### config.mk
export PLATFORM = sky130hd
export DESIGN_NAME = mul_seq_32x32
export DESIGN_NICKNAME = d
export VERILOG_FILES = /design/src/rtl/mul_pkg.sv /design/src/rtl/vedic_mul_8x8.sv /design/src/rtl/mul_seq_32x32.sv
export SDC_FILE = /design/constraint.sdc
export NUM_CORES = 1
export LEC_CHECK = 0
export ABC_AREA = 1
export BUFFER_PORTS_ARGS = -buffer_cell sky130_fd_sc_hd__buf_4
export CAP_MARGIN = 20
export CORE_MARGIN = 1
export CORE_UTILIZATION = 30
export DETAILED_ROUTE_END_ITERATION = 8
export PLACE_DENSITY = 0.53
export REMOVE_ABC_BUFFERS = 1
export SYNTH_ARGS = -nofsm -noshare
export SYNTH_HDL_FRONTEND = slang
export SYNTH_SLANG_ARGS = --single-unit
### constraint.sdc
create_clock -name clk_i -period 16.8 [get_ports clk_i]
set_input_delay 0 -clock clk_i [delete_from_list [all_inputs] [get_ports clk_i]]
set_output_delay 0 -clock clk_i [all_outputs]
set_load 0.03 [all_outputs]
### src/rtl/mul_pkg.sv
// Shared types and constants for the sequential 32x32 RV32M multiplier.
package mul_pkg;

  localparam int unsigned XLEN      = 32;
  localparam int unsigned PROD_W    = 64;
  localparam int unsigned BYTE_W    = 8;
  localparam int unsigned MUL_STEPS = 16;
  localparam int unsigned CNT_W     = 4;

  typedef enum logic [1:0] {
    MUL    = 2'b00,
    MULH   = 2'b01,
    MULHSU = 2'b10,
    MULHU  = 2'b11
  } mul_op_e;

  typedef enum logic [1:0] {
    IDLE = 2'b00,
    CALC = 2'b01,
    FIX  = 2'b10,
    DONE = 2'b11
  } mul_state_e;

  // Operation context captured at acceptance and held for the whole op.
  typedef struct packed {
    mul_op_e         op;
    logic [XLEN-1:0] a_mag;
    logic [XLEN-1:0] b_mag;
    logic            neg;
  } mul_ctx_t;

  // Unsigned magnitude; 0x80000000 maps to itself as an unsigned value.
  function automatic logic [XLEN-1:0] magnitude(input logic [XLEN-1:0] x,
                                                input logic            is_signed);
    return (is_signed && x[XLEN-1]) ? XLEN'(-x) : x;
  endfunction

endpackage

### src/rtl/vedic_mul_8x8.sv
// Combinational 8x8 unsigned multiplier built Urdhva-style from 2x2 cells.
module vedic_mul_8x8 (
  input  logic [7:0]  a,
  input  logic [7:0]  b,
  output logic [15:0] p_c
);

  function automatic logic [3:0] mul2(input logic [1:0] x, input logic [1:0] y);
    logic       c;
    logic [3:0] r;
    r[0] = x[0] & y[0];
    r[1] = (x[1] & y[0]) ^ (x[0] & y[1]);
    c    = (x[1] & y[0]) & (x[0] & y[1]);
    r[2] = (x[1] & y[1]) ^ c;
    r[3] = (x[1] & y[1]) & c;
    return r;
  endfunction

  function automatic logic [7:0] mul4(input logic [3:0] x, input logic [3:0] y);
    logic [3:0] ll, lh, hl, hh;
    ll = mul2(x[1:0], y[1:0]);
    lh = mul2(x[1:0], y[3:2]);
    hl = mul2(x[3:2], y[1:0]);
    hh = mul2(x[3:2], y[3:2]);
    return 8'(ll) + (8'(lh) << 2) + (8'(hl) << 2) + (8'(hh) << 4);
  endfunction

  // Four 4x4 cross products combined into the 16-bit result.
  always_comb begin
    logic [7:0] ll, lh, hl, hh;
    ll  = mul4(a[3:0], b[3:0]);
    lh  = mul4(a[3:0], b[7:4]);
    hl  = mul4(a[7:4], b[3:0]);
    hh  = mul4(a[7:4], b[7:4]);
    p_c = 16'(ll) + (16'(lh) << 4) + (16'(hl) << 4) + (16'(hh) << 8);
  end

endmodule

### src/rtl/mul_seq_32x32.sv
// Multi-cycle RV32M multiply: 16 byte partial products accumulated serially.
module mul_seq_32x32
  import mul_pkg::*;
(
  input  logic        clk_i,
  input  logic        rst_ni,
  input  logic        flush_i,
  input  logic        valid_i,
  output logic        ready_o,
  input  logic [1:0]  op_i,
  input  logic [31:0] rs1_i,
  input  logic [31:0] rs2_i,
  output logic        valid_o,
  input  logic        ready_i,
  output logic [31:0] result_o
);

  mul_state_e          state_q, state_d;
  mul_ctx_t            ctx_q;
  logic [PROD_W-1:0]   acc_q;
  logic [CNT_W-1:0]    cnt_q;

  mul_op_e             op_in_c;
  logic                s1_c, s2_c, accept_c;
  logic [1:0]          i_c, j_c;
  logic [BYTE_W-1:0]   a_byte_c, b_byte_c;
  logic [15:0]         pp_c;
  logic [5:0]          sh_c;
  logic [PROD_W-1:0]   acc_sum_c, prod_c;

  assign op_in_c  = mul_op_e'(op_i);
  assign s1_c     = (op_in_c == MULH) || (op_in_c == MULHSU);
  assign s2_c     = (op_in_c == MULH);
  assign accept_c = (state_q == IDLE) && valid_i && !flush_i;

  // Byte selection and placement of the current partial product.
  assign i_c       = cnt_q[1:0];
  assign j_c       = cnt_q[3:2];
  assign a_byte_c  = ctx_q.a_mag[{i_c, 3'b000} +: BYTE_W];
  assign b_byte_c  = ctx_q.b_mag[{j_c, 3'b000} +: BYTE_W];
  assign sh_c      = {3'(i_c) + 3'(j_c), 3'b000};
  assign acc_sum_c = acc_q + (PROD_W'(pp_c) << sh_c);
  assign prod_c    = ctx_q.neg ? PROD_W'(-acc_q) : acc_q;

  vedic_mul_8x8 u_vedic (
    .a   (a_byte_c),
    .b   (b_byte_c),
    .p_c (pp_c)
  );

  // State register.
  always_ff @(posedge clk_i or negedge rst_ni) begin
    if (!rst_ni) state_q <= IDLE;
    else         state_q <= state_d;
  end

  // Next-state logic; flush overrides everything.
  always_comb begin
    state_d = state_q;
    case (state_q)
      IDLE:    if (accept_c) state_d = CALC;
      CALC:    if (cnt_q == CNT_W'(MUL_STEPS - 1)) state_d = FIX;
      FIX:     state_d = DONE;
      DONE:    if (ready_i) state_d = IDLE;
      default: state_d = IDLE;
    endcase
    if (flush_i) state_d = IDLE;
  end

  // Handshake outputs registered from the next state.
  always_ff @(posedge clk_i or negedge rst_ni) begin
    if (!rst_ni) begin
      ready_o <= 1'b1;
      valid_o <= 1'b0;
    end else begin
      ready_o <= (state_d == IDLE);
      valid_o <= (state_d == DONE);
    end
  end

  // Operand capture, accumulation and result sign fix-up.
  always_ff @(posedge clk_i or negedge rst_ni) begin
    if (!rst_ni) begin
      ctx_q    <= '0;
      acc_q    <= '0;
      cnt_q    <= '0;
      result_o <= '0;
    end else if (accept_c) begin
      ctx_q.op    <= op_in_c;
      ctx_q.a_mag <= magnitude(rs1_i, s1_c);
      ctx_q.b_mag <= magnitude(rs2_i, s2_c);
      ctx_q.neg   <= (rs1_i[XLEN-1] & s1_c) ^ (rs2_i[XLEN-1] & s2_c);
      acc_q       <= '0;
      cnt_q       <= '0;
    end else if (!flush_i && state_q == CALC) begin
      acc_q <= acc_sum_c;
      cnt_q <= CNT_W'(cnt_q + 1'b1);
    end else if (!flush_i && state_q == FIX) begin
      result_o <= (ctx_q.op == MUL) ? prod_c[XLEN-1:0] : prod_c[PROD_W-1:XLEN];
    end
  end

endmodule

### After elaboration in Yosys (flattened, before gate mapping)

Cells that the tools add are included.

* register bits: 171
* input port bits: 71
* output and inout port bits: 34
* logic and storage cells: 200

* add/subtract/negate cells: 21
* equal/unequal tests: 7
* shift-type cells: 3
* multiplexer cells: 13
* bitwise logic cells: 133
* reductions and logical operators: 13

Operator list (count)
* $mux 64: 3
* $and 1x1->1: 98
* $mux 32: 3
* $add 64x64->64: 1
* $neg 32->32: 2
* $neg 64->64: 1
* $shiftx 32x6->8: 2
* $shl 16x6->64: 1
* $xor 1x1->1: 33
* $add 8x6->8: 4
* $add 8x8->8: 4
* $add 4x6->7: 4
* $add 14x16->16: 1
* $add 13x12->14: 1
* $add 8x12->13: 1
* $eq 2x2->1 const B: 4
* $mux 2: 4
* $mux 4: 2
* $pmux 2 s4: 1
* $logic_and 1x1->1: 6
* $logic_not 2->1: 3
* $add 4x1->4 const B: 1
* $eq 2x1->1 const B: 2
* $eq 4x4->1 const B: 1
* 6 further kinds: 7

### Depth between registers and ports, before layout

* depth in word-level cells: 14
* gate-level depth with buffers: 47
* depth with buffers taken out: 46

### Hierarchy

Synthesis repeated with hierarchy kept, for this count alone.

* cell total of the unflattened synthesis: 3525
* area total of the unflattened synthesis: 20581.0 um^2

By module, submodules not included
* mul_seq_32x32: instances 1, cells an instance 3102, area an instance 17780.8 um^2, seq. area each 4280.4 um^2
* vedic_mul_8x8: instances 1, cells an instance 423, area an instance 2800.2 um^2, seq. area each 0.0 um^2

### Worst setup path after synthesis

Ideal clock, no wire load.

* path kind: flip-flop to flip-flop
* from: register cnt_q[0]
* to: register acc_q[60]
* library setup time: 118 ps
* arrival time: 6913 ps
* required time: 16682 ps
* setup slack: 9769 ps
* stages on the path, launching flop included: 45
* path buffers: 2
* clock period less this slack: 7031 ps
* cells stage by stage: dfrtp_1 buf_2 buf_1 nand2_1 a32oi_1 inv_1 nor2_1 ha_1 ha_1 ha_1 fa_1 xnor2_1 fa_1 inv_1 fa_1 nand3_1 nand2_1 xnor2_1 (+9 left out) nand2_1 nand2_1 nand2_1 nor2_1 ha_1 nand2_1 nor2_1 inv_1 nor2_1 inv_1 nor3_1 nand2_1 o211ai_2 nand2_1 nand2_1 nand2_1 nand3_1 nand2_1

* word-level cells in the longest chain between the ends: 14
* elaborated cells between the ends (all ways): 149
* those cells by class: add/sub (17); shift (2); mux (2); bitwise (128)

RTL lines
* start: declaration: RTL line mul_seq_32x32.sv:21 `logic [CNT_W-1:0] cnt_q;`
* start signal: assignment: RTL line mul_seq_32x32.sv:97 `cnt_q <= CNT_W'(cnt_q + 1'b1);`
* $shiftx 32x6->8: RTL line mul_seq_32x32.sv:39 `assign a_byte_c = ctx_q.a_mag[{i_c, 3'b000} +: BYTE_W];`
* $and 1x1->1: RTL line vedic_mul_8x8.sv:12, vedic_mul_8x8.sv:13
* $and 1x1->1: RTL line vedic_mul_8x8.sv:13 `c = (x[1] & y[0]) & (x[0] & y[1]);`
* $xor 1x1->1 or $and 1x1->1 (tied branches): RTL line vedic_mul_8x8.sv:14, vedic_mul_8x8.sv:15
* $add 4x6->7: RTL line vedic_mul_8x8.sv:25 `return 8'(ll) + (8'(lh) << 2) + (8'(hl) << 2) + (8'(hh) << 4);`
* $add 8x6->8: RTL line vedic_mul_8x8.sv:25
* $add 8x8->8: RTL line vedic_mul_8x8.sv:25
* $add 8x12->13: RTL line vedic_mul_8x8.sv:35 `p_c = 16'(ll) + (16'(lh) << 4) + (16'(hl) << 4) + (16'(hh) << 8);`
* $add 13x12->14: RTL line vedic_mul_8x8.sv:35
* $add 14x16->16: RTL line vedic_mul_8x8.sv:35
* $shl 16x6->64 *: RTL line mul_seq_32x32.sv:42 `assign acc_sum_c = acc_q + (PROD_W'(pp_c) << sh_c);`
* $add 64x64->64 *: RTL line mul_seq_32x32.sv:42
* $mux 64 *: RTL line mul_seq_32x32.sv:95 `end else if (!flush_i && state_q == CALC) begin`
* $mux 64 *: RTL line mul_seq_32x32.sv:88 `end else if (accept_c) begin`
* end signal: assignment: RTL line mul_seq_32x32.sv:96 `acc_q <= acc_sum_c;`
* end: declaration: RTL line mul_seq_32x32.sv:20 `logic [PROD_W-1:0] acc_q;`

Every way passes the cells marked *; elsewhere a longest branch is shown, timed or not. The select of a mux whose other input is x is not followed.
A chain may end at the register's enable or synchronous reset.

### Worst setup path in the final report

* from: register cnt_q[0]
* to: register acc_q[24]

Same word-level chain as after synthesis.

==> metrics.cfg <==
[clock_network]
clock-sinks=171
cts-root-buf=clkbuf_16
clkSlewWorstSetupHoldPaths_ps=80
clk_path_buf_depth=2
cts_buffers=17
htree_levels=4
cts_tree=yes
insertion_delay_ps=500

[timing]
finalCriticalPeriod_ps=9190
fin_ws_ps=7610
fin_crit_sh=0.547
final_max_slew_viol_count=0
clock.fmax_mhz=109
rsz0062_at_grt=false
finalHoldViolCount=0
setup_viol=0
setup_tns_ps=0
max_slew_margin=0.360
worst_pin_slew_ps=959
fin_skew_ps=13.5

[synth]
yosysWarnings=0
synthAdderAreaFrac=0.124
synth_top_area_frac=0.229
ys_seq_elements=171
avgSynthCellArea_um2=6.32
yosysSeqAreaShare=0.230
synth_top_family_by_area=simple AND/OR/NAND/NOR gates
async_flop_share=1.00
synth_flop_cell=dfrtp_1
yosys.area_share.simple=0.346
muxShareOfSynthArea=0.000538
netlist_area_um2=18600
synth_top_area_cell=dfrtp_1
synth_xor_area_frac=0.0508
postSynthCellCount=2944
synth_enable_flop_cells=0
synth.area.top_cells=dfrtp_1 (23%), nand2_1 (15%), ha_1 (9.4%), nor2_1 (9.1%), inv_1 (6.4%)
synth_cell_types=56
synth_compound_area_frac=0.161

[global_route]
track_usage=0.233
use_met3=0.0275
grt_use_met1=0.322
grt_remaining_overflow=0
grt_pass1_wl_mm=112
met2_usage=0.362
grt_pass1_vias=19000
top_usage_layer=met2
antenna_found_initial=1
grt_max_degree=109

[power]
power.total_mw=4.63
powerDensity_nw_per_um2=214
max-vdd-ir-drop_mv=0.183
p_leak_nw=10.5

[die]
ios=105
die_width_um=251
rows=90
initial_core_util=0.306
core_area_um2=60800
die_y_um=251
die_area_um2=63000

[job]
maxCapViolCount=0

[route]
wl_per_cell_um=18.7
routed_via_density=5.14
dr.pass1.iters=6
ant_nets=0
drt-initial-drc-count=1527
drt_wl_total_mm=72.6
vias=20000
drc_errors=0

[finish]
syn_to_final_growth_pct=16.1
final_area_um2=21600
layout-drive-gt1-share=0.0774
fin_nets=3329
diodes=0

[placement]
placed_cell_area_um2=20200
io_buffers=104
place_congestion=0.998
pre_cts_ws_ps=7750
hpwl_mm=58.4

[hold_path]
hold_class=in2async

[worst_setup_path]
worst_ep_arrival_time_ps=9550
cp-startpoint=cnt_q[0]$_DFFE_PN0N_
crit_type=reg2reg
crit_path_max_incr_delay_ps=790
crit_path_end_kind=register
timing.rr.start=cnt_q[0]$_DFFE_PN0N_
path_max_fanout=22
cp_slowest_cell=dfrtp_1
critPathRequiredTime_ps=17160
cp-start-kind=register

[outcome]
status=finished clean

per-stage QoR:
stage / utilization / hold WS [ps] / cells
after CTS: 0.355 / 114 / 3884
after detailed placement: 0.332 / 91.1 / 3769
after floorplan: - / -296 / 2870
after global routing: 0.355 / 149 / 3884
after global placement: 0.332 / 90.6 / 3769
final: 0.355 / 93.9 / 3884
layout by cell type, fill, tap and decap left out, types with 48 or more instances in the layout:
| cell type | synthesis | routed |
|---|---|---|
| nand2_1 | 736 | 736 |
| ha_1 | 140 | 140 |
| nand4_1 | 49 | 49 |
| nand3_1 | 186 | 185 |
| dlygate4sd3_1 | 0 | 84 |
| dfrtp_1 | 170 | 169 |
| inv_1 | 316 | 316 |
| o21ai_0 | 159 | 159 |
| xor2_1 | 60 | 60 |
| o21ai_1 | 64 | 64 |
| nor2_1 | 450 | 448 |
| xnor2_1 | 48 | 48 |
| a21oi_1 | 185 | 185 |
| buf_4 | 0 | 116 |
worst paths after layout:
kind                                             to  slack [ps]  cells after the start
max                           acc_q[24]$_DFFE_PN0N_        7610                     35
min                         result_o[4]$_DFFE_PN0P_          90                      2
max reg2reg                   acc_q[24]$_DFFE_PN0N_        7610                     35
min reg2reg                result_o[18]$_DFFE_PN0P_         480                      2
max in group asynchronous      ctx_q[0]$_DFFE_PN0P_       14840                      4
min in group clk_i            ctx_q[65]$_DFFE_PN0P_         180                      5
synthesized netlist by cell type, types with 48 or more instances:
cell type / number
nand2_1: 736
clkbuf_1: 54
inv_1: 316
nand3_1: 186
ha_1: 140
o21ai_1: 64
nand4_1: 49
dfrtp_1: 170
o21ai_0: 159
xnor2_1: 48
a21oi_1: 185
nor2_1: 450
xor2_1: 60
registers in the layout, indices dropped and copies added, names as in the netlist:
name	cells
ctx_q	67
acc_q	64
result_o	32
cnt_q	4
state_q	2
ready_o	1
valid_o	1
worst max-delay path, delay by kind of cell, from the launching register on:
kind            cells  cell delay [ps]
simple gates       12             1530
flops               1              790
buf+inv             3              550
mux                 1              290
xor+xnor            4              970
fa+ha+maj          10             3530
compound gates      5             1400
metal layers:
layer	part of all wire	vias up
met3	0.058	115
met4	0.041	0
met2	0.44	687
li1	-	9946
met5	0	-
met1	0.46	9221
cell families (layout without fill, tap and decap cells):
family,after synthesis,in the layout
AND/OR/NAND/NOR,1532,1532
AO/OA/AOI/OAI,535,535
buffers and inverters,429,587
flip-flops,171,171
adder cells (fa/ha/maj),168,168
XOR/XNOR,108,108
multiplexers,1,1
final cells by class:
type                       count  area (um^2)
multi-input combinational   2344        12700
clock buffer                  17          425
clock inverter                14          133
sequential                   171         4280
fill                        6713        39200
inverter                     355         1330
tap                          782          978
timing repair buffer         201         1730
power by group:
group / internal, mW / total (mW) / switching (mW)
combinational: 1.21 / 3.61 / 2.40
clock: 0.206 / 0.411 / 0.205
sequential: 0.502 / 0.610 / 0.108
timing repair:
item	CTS	global route
endpoints found under the hold margin	144	0
resized for setup	0	0
hold buffers	84	0
buffers inserted	0	0
endpoints found under the setup margin	0	0
Note: power is estimated with default switching activity, not from simulation.
